File: config.mk
export PLATFORM = sky130hd
export DESIGN_NAME = ssd_display_arbiter
export DESIGN_NICKNAME = d
export VERILOG_FILES = /design/src/rtl/ssd_pkg.sv /design/src/rtl/hex_to_seg.sv /design/src/rtl/ssd_display_arbiter.sv
export SDC_FILE = /design/constraint.sdc
export NUM_CORES = 1
export LEC_CHECK = 0
export CORE_ASPECT_RATIO = 0.9
export CORE_MARGIN = 8
export CORE_UTILIZATION = 54
export DETAILED_ROUTE_END_ITERATION = 8
export PLACE_DENSITY_LB_ADDON = 0.25
export SLEW_MARGIN = 0
export SYNTH_ARGS = -nofsm -noshare
export SYNTH_HDL_FRONTEND = slang
export SYNTH_HIERARCHICAL = 1
export SYNTH_SLANG_ARGS = --single-unit
export TNS_END_PERCENT = 100
File: constraint.sdc
create_clock -name clk -period 3.9 [get_ports clk]
set_input_delay 0.39 -clock clk [delete_from_list [all_inputs] [get_ports clk]]
set_output_delay 0.39 -clock clk [all_outputs]
set_load 0.005 [all_outputs]
File: src/rtl/ssd_pkg.sv
// Shared definitions for the seven-segment scan path.
// Contents: arbiter FSM state encoding, blank/off constants, and the hex glyph
// table as a helper function (active-low {g,f,e,d,c,b,a}).
package ssd_pkg;

  typedef enum logic [1:0] {
    StEntry = 2'd0,
    StWait  = 2'd1,
    StShow  = 2'd2
  } ssd_state_e;

  localparam logic [6:0] SEG_BLANK = 7'h7F;
  localparam logic [3:0] AN_OFF    = 4'hF;

  localparam logic [6:0] GLYPH_0 = 7'h40;
  localparam logic [6:0] GLYPH_1 = 7'h79;
  localparam logic [6:0] GLYPH_2 = 7'h24;
  localparam logic [6:0] GLYPH_3 = 7'h30;
  localparam logic [6:0] GLYPH_4 = 7'h19;
  localparam logic [6:0] GLYPH_5 = 7'h12;
  localparam logic [6:0] GLYPH_6 = 7'h02;
  localparam logic [6:0] GLYPH_7 = 7'h78;
  localparam logic [6:0] GLYPH_8 = 7'h00;
  localparam logic [6:0] GLYPH_9 = 7'h10;
  localparam logic [6:0] GLYPH_A = 7'h08;
  localparam logic [6:0] GLYPH_B = 7'h03;
  localparam logic [6:0] GLYPH_C = 7'h46;
  localparam logic [6:0] GLYPH_D = 7'h21;
  localparam logic [6:0] GLYPH_E = 7'h06;
  localparam logic [6:0] GLYPH_F = 7'h0E;

  function automatic logic [6:0] hex_glyph(input logic [3:0] hex);
    logic [6:0] seg;
    case (hex)
      4'h0:    seg = GLYPH_0;
      4'h1:    seg = GLYPH_1;
      4'h2:    seg = GLYPH_2;
      4'h3:    seg = GLYPH_3;
      4'h4:    seg = GLYPH_4;
      4'h5:    seg = GLYPH_5;
      4'h6:    seg = GLYPH_6;
      4'h7:    seg = GLYPH_7;
      4'h8:    seg = GLYPH_8;
      4'h9:    seg = GLYPH_9;
      4'hA:    seg = GLYPH_A;
      4'hB:    seg = GLYPH_B;
      4'hC:    seg = GLYPH_C;
      4'hD:    seg = GLYPH_D;
      4'hE:    seg = GLYPH_E;
      default: seg = GLYPH_F;
    endcase
    return seg;
  endfunction

endpackage

File: src/rtl/hex_to_seg.sv
// Combinational hex nibble to active-low seven-segment decoder.
// Ports:
//   hex_i  4-bit nibble 0-F
//   seg_o  segments, active-low {g,f,e,d,c,b,a}
module hex_to_seg
  import ssd_pkg::*;
(
  input  logic [3:0] hex_i,
  output logic [6:0] seg_o
);

  always_comb begin
    seg_o = hex_glyph(hex_i);
  end

endmodule

File: src/rtl/ssd_display_arbiter.sv
// Four-digit seven-segment scan controller shared between the code-entry
// datapath (live hex nibbles) and the lock FSM (raw segment messages shown for
// MSG_FRAMES full scan frames).
// Ports:
//   clk, rst             scan clock, asynchronous active-high reset
//   ent_val/data/mask    entry source: valid, four nibbles (digit 0 rightmost), per-digit enable
//   msg_req, msg_seg     one-cycle message request and its 28-bit active-low pattern
//   msg_busy, msg_done   message pending/showing, one-cycle pulse on return to entry
//   owner                0 = entry, 1 = message
//   AN, seven_out        registered active-low anodes and segments
// Optional: define SSD_MSG_BLINK_EN to blank the message on frames with frame count bit 2 set.
module ssd_display_arbiter
  import ssd_pkg::*;
#(
  parameter int unsigned SCAN_DIV   = 5000,
  parameter int unsigned MSG_FRAMES = 200
) (
  input  logic        clk,
  input  logic        rst,
  input  logic        ent_val,
  input  logic [15:0] ent_data,
  input  logic [3:0]  ent_mask,
  input  logic        msg_req,
  input  logic [27:0] msg_seg,
  output logic        msg_busy,
  output logic        msg_done,
  output logic        owner,
  output logic [3:0]  AN,
  output logic [6:0]  seven_out
);

  localparam int unsigned TickW  = $clog2(SCAN_DIV);
  localparam int unsigned FrameW = 16;
  localparam logic [TickW-1:0]  TickLast  = TickW'(SCAN_DIV - 1);
  localparam logic [FrameW-1:0] FrameLast = FrameW'(MSG_FRAMES - 1);

  logic [TickW-1:0]  tick_q;
  logic [1:0]        idx_q;
  ssd_state_e        state_q, state_d;
  logic [FrameW-1:0] frame_q, frame_d;
  logic [27:0]       pat_q, pat_d;
  logic              done_q, done_d;
  logic [3:0]        an_q, an_d;
  logic [6:0]        seg_q, seg_d;

  logic       tick_wrap;
  logic       frame_bnd;
  logic [3:0] ent_nib;
  logic [6:0] ent_glyph;
  logic [6:0] msg_slice;

  assign tick_wrap = (tick_q == TickLast);
  assign frame_bnd = tick_wrap && (idx_q == 2'd3);

  // Scan timing
  always_ff @(posedge clk or posedge rst) begin
    if (rst) begin
      tick_q <= '0;
      idx_q  <= 2'd0;
    end else if (tick_wrap) begin
      tick_q <= '0;
      idx_q  <= idx_q + 2'd1;
    end else begin
      tick_q <= tick_q + TickW'(1);
    end
  end

  // FSM state register
  always_ff @(posedge clk or posedge rst) begin
    if (rst) begin
      state_q <= StEntry;
      frame_q <= '0;
      pat_q   <= {4{SEG_BLANK}};
      done_q  <= 1'b0;
    end else begin
      state_q <= state_d;
      frame_q <= frame_d;
      pat_q   <= pat_d;
      done_q  <= done_d;
    end
  end

  // FSM next state; a request always re-latches the pattern
  always_comb begin
    state_d = state_q;
    frame_d = frame_q;
    pat_d   = msg_req ? msg_seg : pat_q;
    done_d  = 1'b0;
    case (state_q)
      StEntry: begin
        if (msg_req) state_d = StWait;
      end
      StWait: begin
        // Ownership starts at a frame boundary so the message begins on digit 0
        if (frame_bnd) begin
          state_d = StShow;
          frame_d = '0;
        end
      end
      StShow: begin
        // A retrigger wins over the final boundary: no done, count restarts
        if (msg_req) begin
          frame_d = '0;
        end else if (frame_bnd) begin
          if (frame_q == FrameLast) begin
            state_d = StEntry;
            done_d  = 1'b1;
          end else begin
            frame_d = frame_q + FrameW'(1);
          end
        end
      end
      default: state_d = StEntry;
    endcase
  end

  // FSM outputs
  always_comb begin
    owner    = (state_q == StShow);
    msg_busy = (state_q != StEntry);
    msg_done = done_q;
  end

  always_comb begin
    unique case (idx_q)
      2'd0: begin ent_nib = ent_data[3:0];   msg_slice = pat_q[6:0];   end
      2'd1: begin ent_nib = ent_data[7:4];   msg_slice = pat_q[13:7];  end
      2'd2: begin ent_nib = ent_data[11:8];  msg_slice = pat_q[20:14]; end
      2'd3: begin ent_nib = ent_data[15:12]; msg_slice = pat_q[27:21]; end
      default: begin ent_nib = 4'h0; msg_slice = SEG_BLANK; end
    endcase
  end

  hex_to_seg u_hex_to_seg (
    .hex_i (ent_nib),
    .seg_o (ent_glyph)
  );

  always_comb begin
    an_d  = ~(4'b0001 << idx_q);
    seg_d = ent_glyph;
    if (owner) begin
      seg_d = msg_slice;
`ifdef SSD_MSG_BLINK_EN
      if (frame_q[2]) an_d = AN_OFF;
`else
`endif
    end else if (!ent_val || !ent_mask[idx_q]) begin
      an_d  = AN_OFF;
      seg_d = SEG_BLANK;
    end
  end

  // Registered pin drivers
  always_ff @(posedge clk or posedge rst) begin
    if (rst) begin
      an_q  <= AN_OFF;
      seg_q <= SEG_BLANK;
    end else begin
      an_q  <= an_d;
      seg_q <= seg_d;
    end
  end

  assign AN        = an_q;
  assign seven_out = seg_q;

endmodule

* Yosys cells after proc, flatten, opt, wreduce, memory -nomap -nowiden
Memories as Yosys holds them, arrays and structs flattened. Cells that the tools add are included.
Operators by class: add/subtract/negate cells 3, order comparisons 1, equality and inequality tests 14, shift-type cells 1, mux-type cells 24, bitwise logic cells 1, reductions and logical operators 10
Operators by type and width (count):
- $mux W16 | 4
- $pmux W16 S2 | 1
- $pmux W7 S4 | 1
- $add A16 B1 Y16 const B | 1
- $eq A16 B8 Y1 const B | 1
- $pmux W4 S4 | 1
- $mux W7 | 2
- $add A13 B1 Y13 const B | 1
- $eq A13 B13 Y1 const B | 1
- $mux W13 | 1
- $mux W2 | 5
- $mux W4 | 2
- $eq A2 B2 Y1 const B | 3
- $ne A2 B2 Y1 const B | 3
- $pmux W2 S3 | 1
- $mux W1 | 5
- $reduce_and A5 Y1 | 1
- $eq A2 B1 Y1 const B | 2
- $logic_not A2 Y1 | 2
- $ne A2 B1 Y1 const B | 2
- $not A4 Y4 | 1
- $reduce_and A4 Y1 | 1
- $reduce_bool A2 Y1 | 2
- $shl A1 B2 Y4 const A | 1
- other kinds (8) | 9
Word-level totals: bits in registers 73, bits in read-only memories 112, input bits 52, output and inout bits 14, word-level logic and storage cells 63, memories 1
Memory list:
- (no name shown) | depth 16, width 7, rd ports 1, clocked after Yosys merged registers in 0, write ports 0, line ssd_pkg.sv:34 | case (hex)

* Depth between registers and ports, before layout
Gate-level depths: netlist of run 1.
depth after elaboration 6, mapped depth 13, mapped depth without buffers 12

* Cells and area by module
The synthesis of run 1 kept the hierarchy.
Modules (own cells, without submodules):
- ssd_display_arbiter | times used 1, cells an instance 336, area an instance 3736.1 sq um, sequential area each 1875.5 sq um
- hex_to_seg | times used 1, cells an instance 32, area an instance 275.3 sq um, sequential area each 0.0 sq um

* Worst setup path before layout of run 1
Ideal clock, no wire load.
kind reg-to-reg, from register idx_q[0], to register seg_q[3] (netlist: seven_out[3]), setup time 93 ps, arrival 2689 ps, required time 3807 ps, path slack 1118 ps, cell stages (with the launch flop) 12, path buffers 1, period minus slack after synthesis 2782 ps, path through dfrtp_1 > inv_1 > ha_1 > clkbuf_1 > a222oi_1 > a21oi_1 > inv_1 > ha_1 > inv_1 > mux4_1 > nor3_1 > a21oi_1
On the way: elaborated cells between the ends (all ways) 13, classes of those cells eq/ne (3); mux (6); reduce/logical (3); memory (1)
RTL lines:
- start, declared | line ssd_display_arbiter.sv:38 | logic [1:0] idx_q;
- start signal, assigned | line ssd_display_arbiter.sv:62 | idx_q <= idx_q + 2'd1;
- $eq A2 B2 Y1 (tied with other cells) | line ssd_display_arbiter.sv:125 | unique case (idx_q)
- $pmux W4 S4 * | line ssd_display_arbiter.sv:125
- net ent_nib[0] | line ssd_display_arbiter.sv:48 | logic [3:0] ent_nib;
- $mem_v2 Z16 W7 *
- net ent_glyph[3] | line ssd_display_arbiter.sv:49 | logic [6:0] ent_glyph;
- $mux W7 * | line ssd_display_arbiter.sv:148 | end else if (!ent_val || !ent_mask[idx_q]) begin
- $mux W7 * | line ssd_display_arbiter.sv:142 | if (owner) begin
- net seg_d[3] | line ssd_display_arbiter.sv:44 | logic [6:0] seg_q, seg_d;
- end signal, assigned | line ssd_display_arbiter.sv:161 | seg_q <= seg_d;
- end, declared | line ssd_display_arbiter.sv:44
The timed path passes the listed nets; every way through them passes the cells marked *. The select of a mux whose other input is x is not followed. A chain may end at the register's enable or synchronous reset.

* Worst setup path in the final report of run 1
Ends and elaborated chain as after synthesis.

==> impl_metrics.env, run 1 <==
export IMPL_min_to="tick_q[0]"
export IMPL_grt_ovfl_total=0
export IMPL_rows=30
export IMPL_final_nets=504
export IMPL_crit_top_cell="inv_1"
export IMPL_fmax_mhz=315
export IMPL_startpoint_type="flop"
export IMPL_clockRootBuffer="clkbuf_8"
export IMPL_yosys_top_cells_count="dfstp_2, dfrtp_1, mux2_2"
export IMPL_cts_buffers_inserted=9
export IMPL_endpoint_kind="flop"
export IMPL_ant_nets=0
export IMPL_numClockSinks=73
export IMPL_grt_pass1_vias=3169
export IMPL_yosys_top_cells_area="dfstp_2, dfrtp_1, mux2_2"
export IMPL_fin_ws_ns=0.729
export IMPL_worstPathMaxFanout=12
export IMPL_ys_async_sr_fraction_pct=100
export IMPL_hold_class="flop to flop"
export IMPL_vias_per_cell=5.72
export IMPL_ys_ff_latch=73
export IMPL_worstHoldStart="tick_q[0]"
export IMPL_die_x_um=107
export IMPL_power_density_nw_per_um2=396
export IMPL_rsz0062_at_grt="no"
export IMPL_p_sw_mw=0.611
export IMPL_insertion_delay_ns=0.36
export IMPL_grt_pass1_wl_um=15600
export IMPL_layout_drive_gt1_share_pct=24.7
export IMPL_p_clk_share_pct=28.5
export IMPL_coreArea_sq_um=7360
export IMPL_ys_flop_type="dfstp_2"
export IMPL_num_antenna_cells=0
export IMPL_reg2reg_depth=10
export IMPL_r2r_end="seven_out[3]"
export IMPL_seq_area_frac_synth_pct=46.8
export IMPL_finalCriticalPeriod_ns=3.17
export IMPL_p_int_mw=1.34
export IMPL_detail_route_wl_per_cell_um=17.7
export IMPL_cts_tree="built"
export IMPL_reg2reg_slack_ns=0.73
export IMPL_yosysWarnings=6
export IMPL_synth_nets=439
export IMPL_cts_setup_buffers=0
export IMPL_clkTransAtPathRegs_ns=0.08
export IMPL_whs_path_depth=1
export IMPL_design_area_sq_um=4930
export IMPL_routed_wl_um=9440
export IMPL_timing_final_crit_share_pct=81.3
export IMPL_drt_pass1_iterations=4
export IMPL_required_ns=4.16
export IMPL_fp_dieH_um=97.8
export IMPL_hpwl_um=7100
export IMPL_dr_total_vias=3055
export IMPL_slew_violations=0
export IMPL_io_buffers=65
export IMPL_postCtsResizedCells=0
export IMPL_io_pins=66
export IMPL_syn_to_final_growth_pct=22.9
export IMPL_tightest_slew_ns=1.05
export IMPL_antenna_found_initial=0
export IMPL_slew_headroom_pct=30.1
export IMPL_ctsHoldBuffers=0
export IMPL_slowest_delay_ns=0.52
export IMPL_finalSetupViolations=0
export IMPL_reg2reg_from="idx_q[0]"
export IMPL_synth_edf_count=0
export IMPL_yosysMostFrequentCell="dfstp_2"
export IMPL_grt_max_degree=52
export IMPL_switching_share_pct=31.3
export IMPL_fin_tns_setup_ns=0
export IMPL_placed_area_sq_um=4750
export IMPL_syn_avg_cell_area_sq_um=10.9
export IMPL_crit_arrival_ns=3.43
export IMPL_synth_cells=368
export IMPL_cp_slowest_cell="a21oi_1"
export IMPL_p_leak_nw=1.96
export IMPL_hold_viol=0
export IMPL_synth_largest_area_cell="dfstp_2"
export IMPL_ys_types=50
export IMPL_synth_area_sq_um=4010
export IMPL_h_tree_depth=3
export IMPL_fillers=581
export IMPL_gp_congestion=0.914
export IMPL_start_util_pct=54.5
export IMPL_outcome="finished clean"
export IMPL_seq_power_share_pct=45.6
export IMPL_drtIter0Drc=186
export IMPL_crit_type="flop to flop"
export IMPL_drc=0
export IMPL_synth_top_cell_area_share_pct=25.5
export IMPL_cap_violations=0
export IMPL_skew_ns=0.00885
export IMPL_crit_chain="inv_1, ha_1, a222oi_1, a21oi_1, inv_1, ha_1, inv_1, mux4_1, nor3_1, a21oi_1"
export IMPL_p_comb_share_pct=25.8
export IMPL_grt_total_usage_pct=18.7
export IMPL_die_area_sq_um=10400
export IMPL_vdd_drop_max_mv=0.286
export IMPL_cts_buffer_depth=2
export IMPL_holdWs_ns=0.461
export IMPL_post_place_ws_ns=0.762
[state kept, by name (all words and copies together), names as in the netlist]
name       flops
pat_q         28
frame_q       16
tick_q        13
seven_out      7
AN             4
idx_q          2
state_q        2
msg_done       1
[per-stage QoR]
stage,util [%],power (mW),instances
6_report,67.0,1.95,534
3_3_place_gp,64.5,1.39,518
5_1_grt,67.0,2.06,534
2_1_floorplan,-,1.19,368
3_5_place_dp,64.5,1.41,518
4_1_cts,67.0,1.97,534
[worst max-delay path by stage]
stage / slack (ns) / from / to
CTS: 0.73 / idx_q[0] / seven_out[3]
finish: 0.73 / idx_q[0] / seven_out[3]
global route: 0.51 / idx_q[0] / seven_out[3]
detailed placement: 0.76 / idx_q[0] / seven_out[3]
floorplan: 1.12 / idx_q[0] / seven_out[3]
global placement: 0.91 / idx_q[0] / seven_out[3]
[layout by cell type, fill, tap and decap left out, types with 5 or more instances in the layout]
master,n
clkdlybuf4s50_1,65
dfstp_2,39
dfrtp_1,34
mux2_2,32
nor2_1,28
nand2_1,28
o21ai_0,27
ha_1,19
inv_1,16
a21oi_1,14
a222oi_1,11
nor3_1,10
nand3_1,9
o31ai_1,9
clkbuf_8,9
nand4_1,7
xor2_1,6
nor4_1,5
xnor2_1,5
mux2i_1,5
[power by group through the flow]
stage                     registers (mW)  clock network [mW]  logic [mW]
after floorplan                    0.899                   0       0.294
after global placement             0.902                   0       0.485
after detailed placement           0.907                   0       0.503
after CTS                          0.893               0.572       0.505
after global routing               0.902               0.603       0.551
final                              0.892               0.557       0.505
[worst max-delay path: cells and delay by family, from the launching register on]
family          cells  cell delay (ns)
fa+ha+maj           2             0.80
compound gates      3             0.78
mux                 1             0.48
flops               1             0.43
buf+inv             3             0.42
simple gates        1             0.18
[layer usage]
layer	global-route usage (%)	share of wire, %	up-vias
met5	0	0	-
met4	4.43	0.92	0
met3	4.81	4.8	11
met2	30.7	49	81
met1	23.9	45	1477
li1	-	-	1486
[cells by family (layout without fill, tap and decap cells)]
| group | Yosys count | in the layout | synth area share, % |
|---|---|---|---|
| XOR/XNOR | 11 | 11 | 2.40 |
| adder cells (fa/ha/maj) | 19 | 19 | 5.93 |
| buffers and inverters | 32 | 102 | 3.21 |
| multiplexers | 39 | 39 | 11.4 |
| AO/OA/AOI/OAI | 78 | 78 | 13.4 |
| AND/OR/NAND/NOR | 116 | 116 | 16.9 |
| flip-flops | 73 | 73 | 46.8 |
[cell type report]
| type | instances | area [sq um] | area share, % |
|---|---|---|---|
| tap | 96 | 120 | 2.44 |
| sequential | 73 | 1880 | 38.0 |
| inverter | 17 | 63.8 | 1.29 |
| clock buffer | 9 | 124 | 2.51 |
| timing repair buffer | 69 | 681 | 13.8 |
| multi-input combinational | 263 | 2010 | 40.7 |
| clock inverter | 7 | 60.1 | 1.22 |
Note: power is estimated with default switching activity, not from simulation.
==> run 2: changes to the inputs <==
==> constraint.sdc (replaced) <==
create_clock -name clk -period 3.3 [get_ports clk]
set_input_delay 0.33 -clock clk [delete_from_list [all_inputs] [get_ports clk]]
set_output_delay 0.33 -clock clk [all_outputs]
set_load 0.005 [all_outputs]
==> run 2 against run 1 <==
  * Cell area grew 1.4%
  * Combinational power grew 17%
  * Core utilization grew 0.92 points
  * Clock skew grew 0.0054 ns
  * Clock power grew 33%
  * Count of clock-buffer cells in the layout grew 2
  * Critical endpoint unchanged
  * Largest cell class unchanged
  * Largest power group unchanged
  * Highest routed layer unchanged
==> impl_metrics.env, run 2 (synthesized netlist as in run 1, its figures left out) <==
export IMPL_power_density_nw_per_um2=478
export IMPL_clockRootBuffer="clkbuf_8"
export IMPL_outcome="finished clean"
export IMPL_detail_route_wl_per_cell_um=17.7
export IMPL_grt_max_degree=31
export IMPL_vdd_drop_max_mv=0.311
export IMPL_start_util_pct=54.5
export IMPL_reg2reg_from="idx_q[0]"
export IMPL_vias_per_cell=5.85
export IMPL_grt_ovfl_total=0
export IMPL_finalCriticalPeriod_ns=2.83
export IMPL_critical_path_depth=11
export IMPL_rows=30
export IMPL_reg2reg_slack_ns=0.47
export IMPL_rsz0062_at_grt="no"
export IMPL_cts_setup_buffers=0
export IMPL_post_place_ws_ns=0.503
export IMPL_final_nets=509
export IMPL_mostFrequentLayoutCells="clkdlybuf4s50_1, dfstp_2, dfrtp_1, mux2_2"
export IMPL_grt_total_usage_pct=19.1
export IMPL_largest_registers="pat_q x28, frame_q x16, tick_q x13"
export IMPL_worstPathMaxFanout=8
export IMPL_top_layer="met4"
export IMPL_numClockSinks=73
export IMPL_die_area_sq_um=10400
export IMPL_finalSetupViolations=0
export IMPL_finalPower_mw=2.39
export IMPL_endpoint_kind="flop"
export IMPL_fp_dieH_um=97.8
export IMPL_die_x_um=107
export IMPL_gp_congestion=0.917
export IMPL_antenna_found_initial=0
export IMPL_startpoint_type="flop"
export IMPL_clkTransAtPathRegs_ns=0.08
export IMPL_timing_final_crit_share_pct=85.9
export IMPL_slowest_delay_ns=0.48
export IMPL_fmax_mhz=353
export IMPL_insertion_delay_ns=0.36
export IMPL_cts_buffer_depth=2
export IMPL_layout_commonest_cell="clkdlybuf4s50_1"
export IMPL_largest_reg_flops=28
export IMPL_hold_class="input port to asynchronous set/reset pin"
export IMPL_crit_arrival_ns=3.11
export IMPL_startpoint="idx_q[0]"
export IMPL_tightest_slew_ns=0.765
export IMPL_coreArea_sq_um=7360
export IMPL_reg2reg_depth=11
export IMPL_fin_tns_setup_ns=0
export IMPL_dr_total_vias=3153
export IMPL_crit_top_cell="inv_1"
export IMPL_routed_wl_um=9530
export IMPL_slew_violations=0
export IMPL_cp_slowest_cell="mux4_1"
export IMPL_hpwl_um=7190
export IMPL_crit_chain="inv_1, ha_1, inv_1, nor2_1, a21oi_1, inv_1, ha_1, inv_1, mux4_1, nor3_1, a21oi_1"
export IMPL_hold_viol=0
export IMPL_cts_buffers_inserted=9
export IMPL_ctsHoldBuffers=0
export IMPL_grt_pass1_vias=3187
export IMPL_fin_ws_ns=0.465
export IMPL_crit_type="flop to flop"
export IMPL_drc=0
export IMPL_syn_to_final_growth_pct=24.6
export IMPL_met1_length_um=4160
export IMPL_layout_drive_gt1_share_pct=25.3
export IMPL_slew_headroom_pct=49.0
export IMPL_wl_met2_um=4500
export IMPL_drt_pass1_iterations=5
export IMPL_drtIter0Drc=244
export IMPL_r2r_end="seven_out[3]"
export IMPL_cts_tree="built"
export IMPL_required_ns=3.58
export IMPL_io_pins=66
export IMPL_io_buffers=65
export IMPL_h_tree_depth=3
export IMPL_worstPathBufferInverterCount=4
export IMPL_top_register="pat_q"
export IMPL_wl_met3_um=630
export IMPL_num_antenna_cells=0
export IMPL_p_leak_nw=2.00
export IMPL_cap_violations=0
export IMPL_skew_ns=0.0142
export IMPL_ant_nets=0
export IMPL_grt_pass1_wl_um=15900
export IMPL_critPathCapture="seven_out[3]"
export IMPL_postCtsResizedCells=0
export IMPL_crit_family="buffers and inverters"
-- run 2: worst register-to-register path, cell delays in order, from the launching register on --
cell     delay, ns
dfrtp_1       0.42
inv_1         0.13
ha_1          0.21
inv_1         0.18
nor2_1        0.08
a21oi_1       0.43
inv_1         0.21
ha_1          0.33
inv_1         0.05
mux4_1        0.48
nor3_1        0.18
a21oi_1       0.07
-- run 2: area by class of cell --
type / count / area [sq um]
fill: 546 / 2360
multi-input combinational: 263 / 2010
inverter: 17 / 63.8
timing repair buffer: 74 / 718
clock inverter: 5 / 61.3
sequential: 73 / 1880
clock buffer: 11 / 153
tap: 96 / 120
-- run 2: stage by stage --
| step | cells | hold slack [ns] | instance area, sq um | util (%) |
|---|---|---|---|---|
| 2_1_floorplan | 368 | 0.424 | 4010 | - |
| 3_3_place_gp | 523 | 0.439 | 4780 | 65.0 |
| 3_5_place_dp | 523 | 0.455 | 4780 | 65.0 |
| 4_1_cts | 539 | 0.297 | 5000 | 67.9 |
| 5_1_grt | 539 | 0.317 | 5000 | 67.9 |
| 6_report | 539 | 0.285 | 5000 | 67.9 |
-- run 2: layer usage --
| layer | vias to the layer above | global-route usage, % |
|---|---|---|
| li1 | 1497 | - |
| met5 | - | 0 |
| met3 | 18 | 4.87 |
| met1 | 1521 | 25.1 |
| met4 | 0 | 8.32 |
| met2 | 117 | 29.2 |
-- run 2: power breakdown --
group	switching, mW	internal (mW)	total, mW
Sequential	0.0360	1.02	1.05
Clock	0.344	0.399	0.743
Combinational	0.303	0.289	0.592
-- run 2: worst min path at each step --
| stage | from | end | cells after the start |
|---|---|---|---|
| floorplan | tick_q[0] | tick_q[0] | 1 |
| global placement | tick_q[0] | tick_q[0] | 1 |
| detailed placement | tick_q[0] | tick_q[0] | 1 |
| CTS | rst | frame_q[14] | 2 |
| global route | rst | frame_q[14] | 2 |
| finish | rst | frame_q[14] | 2 |
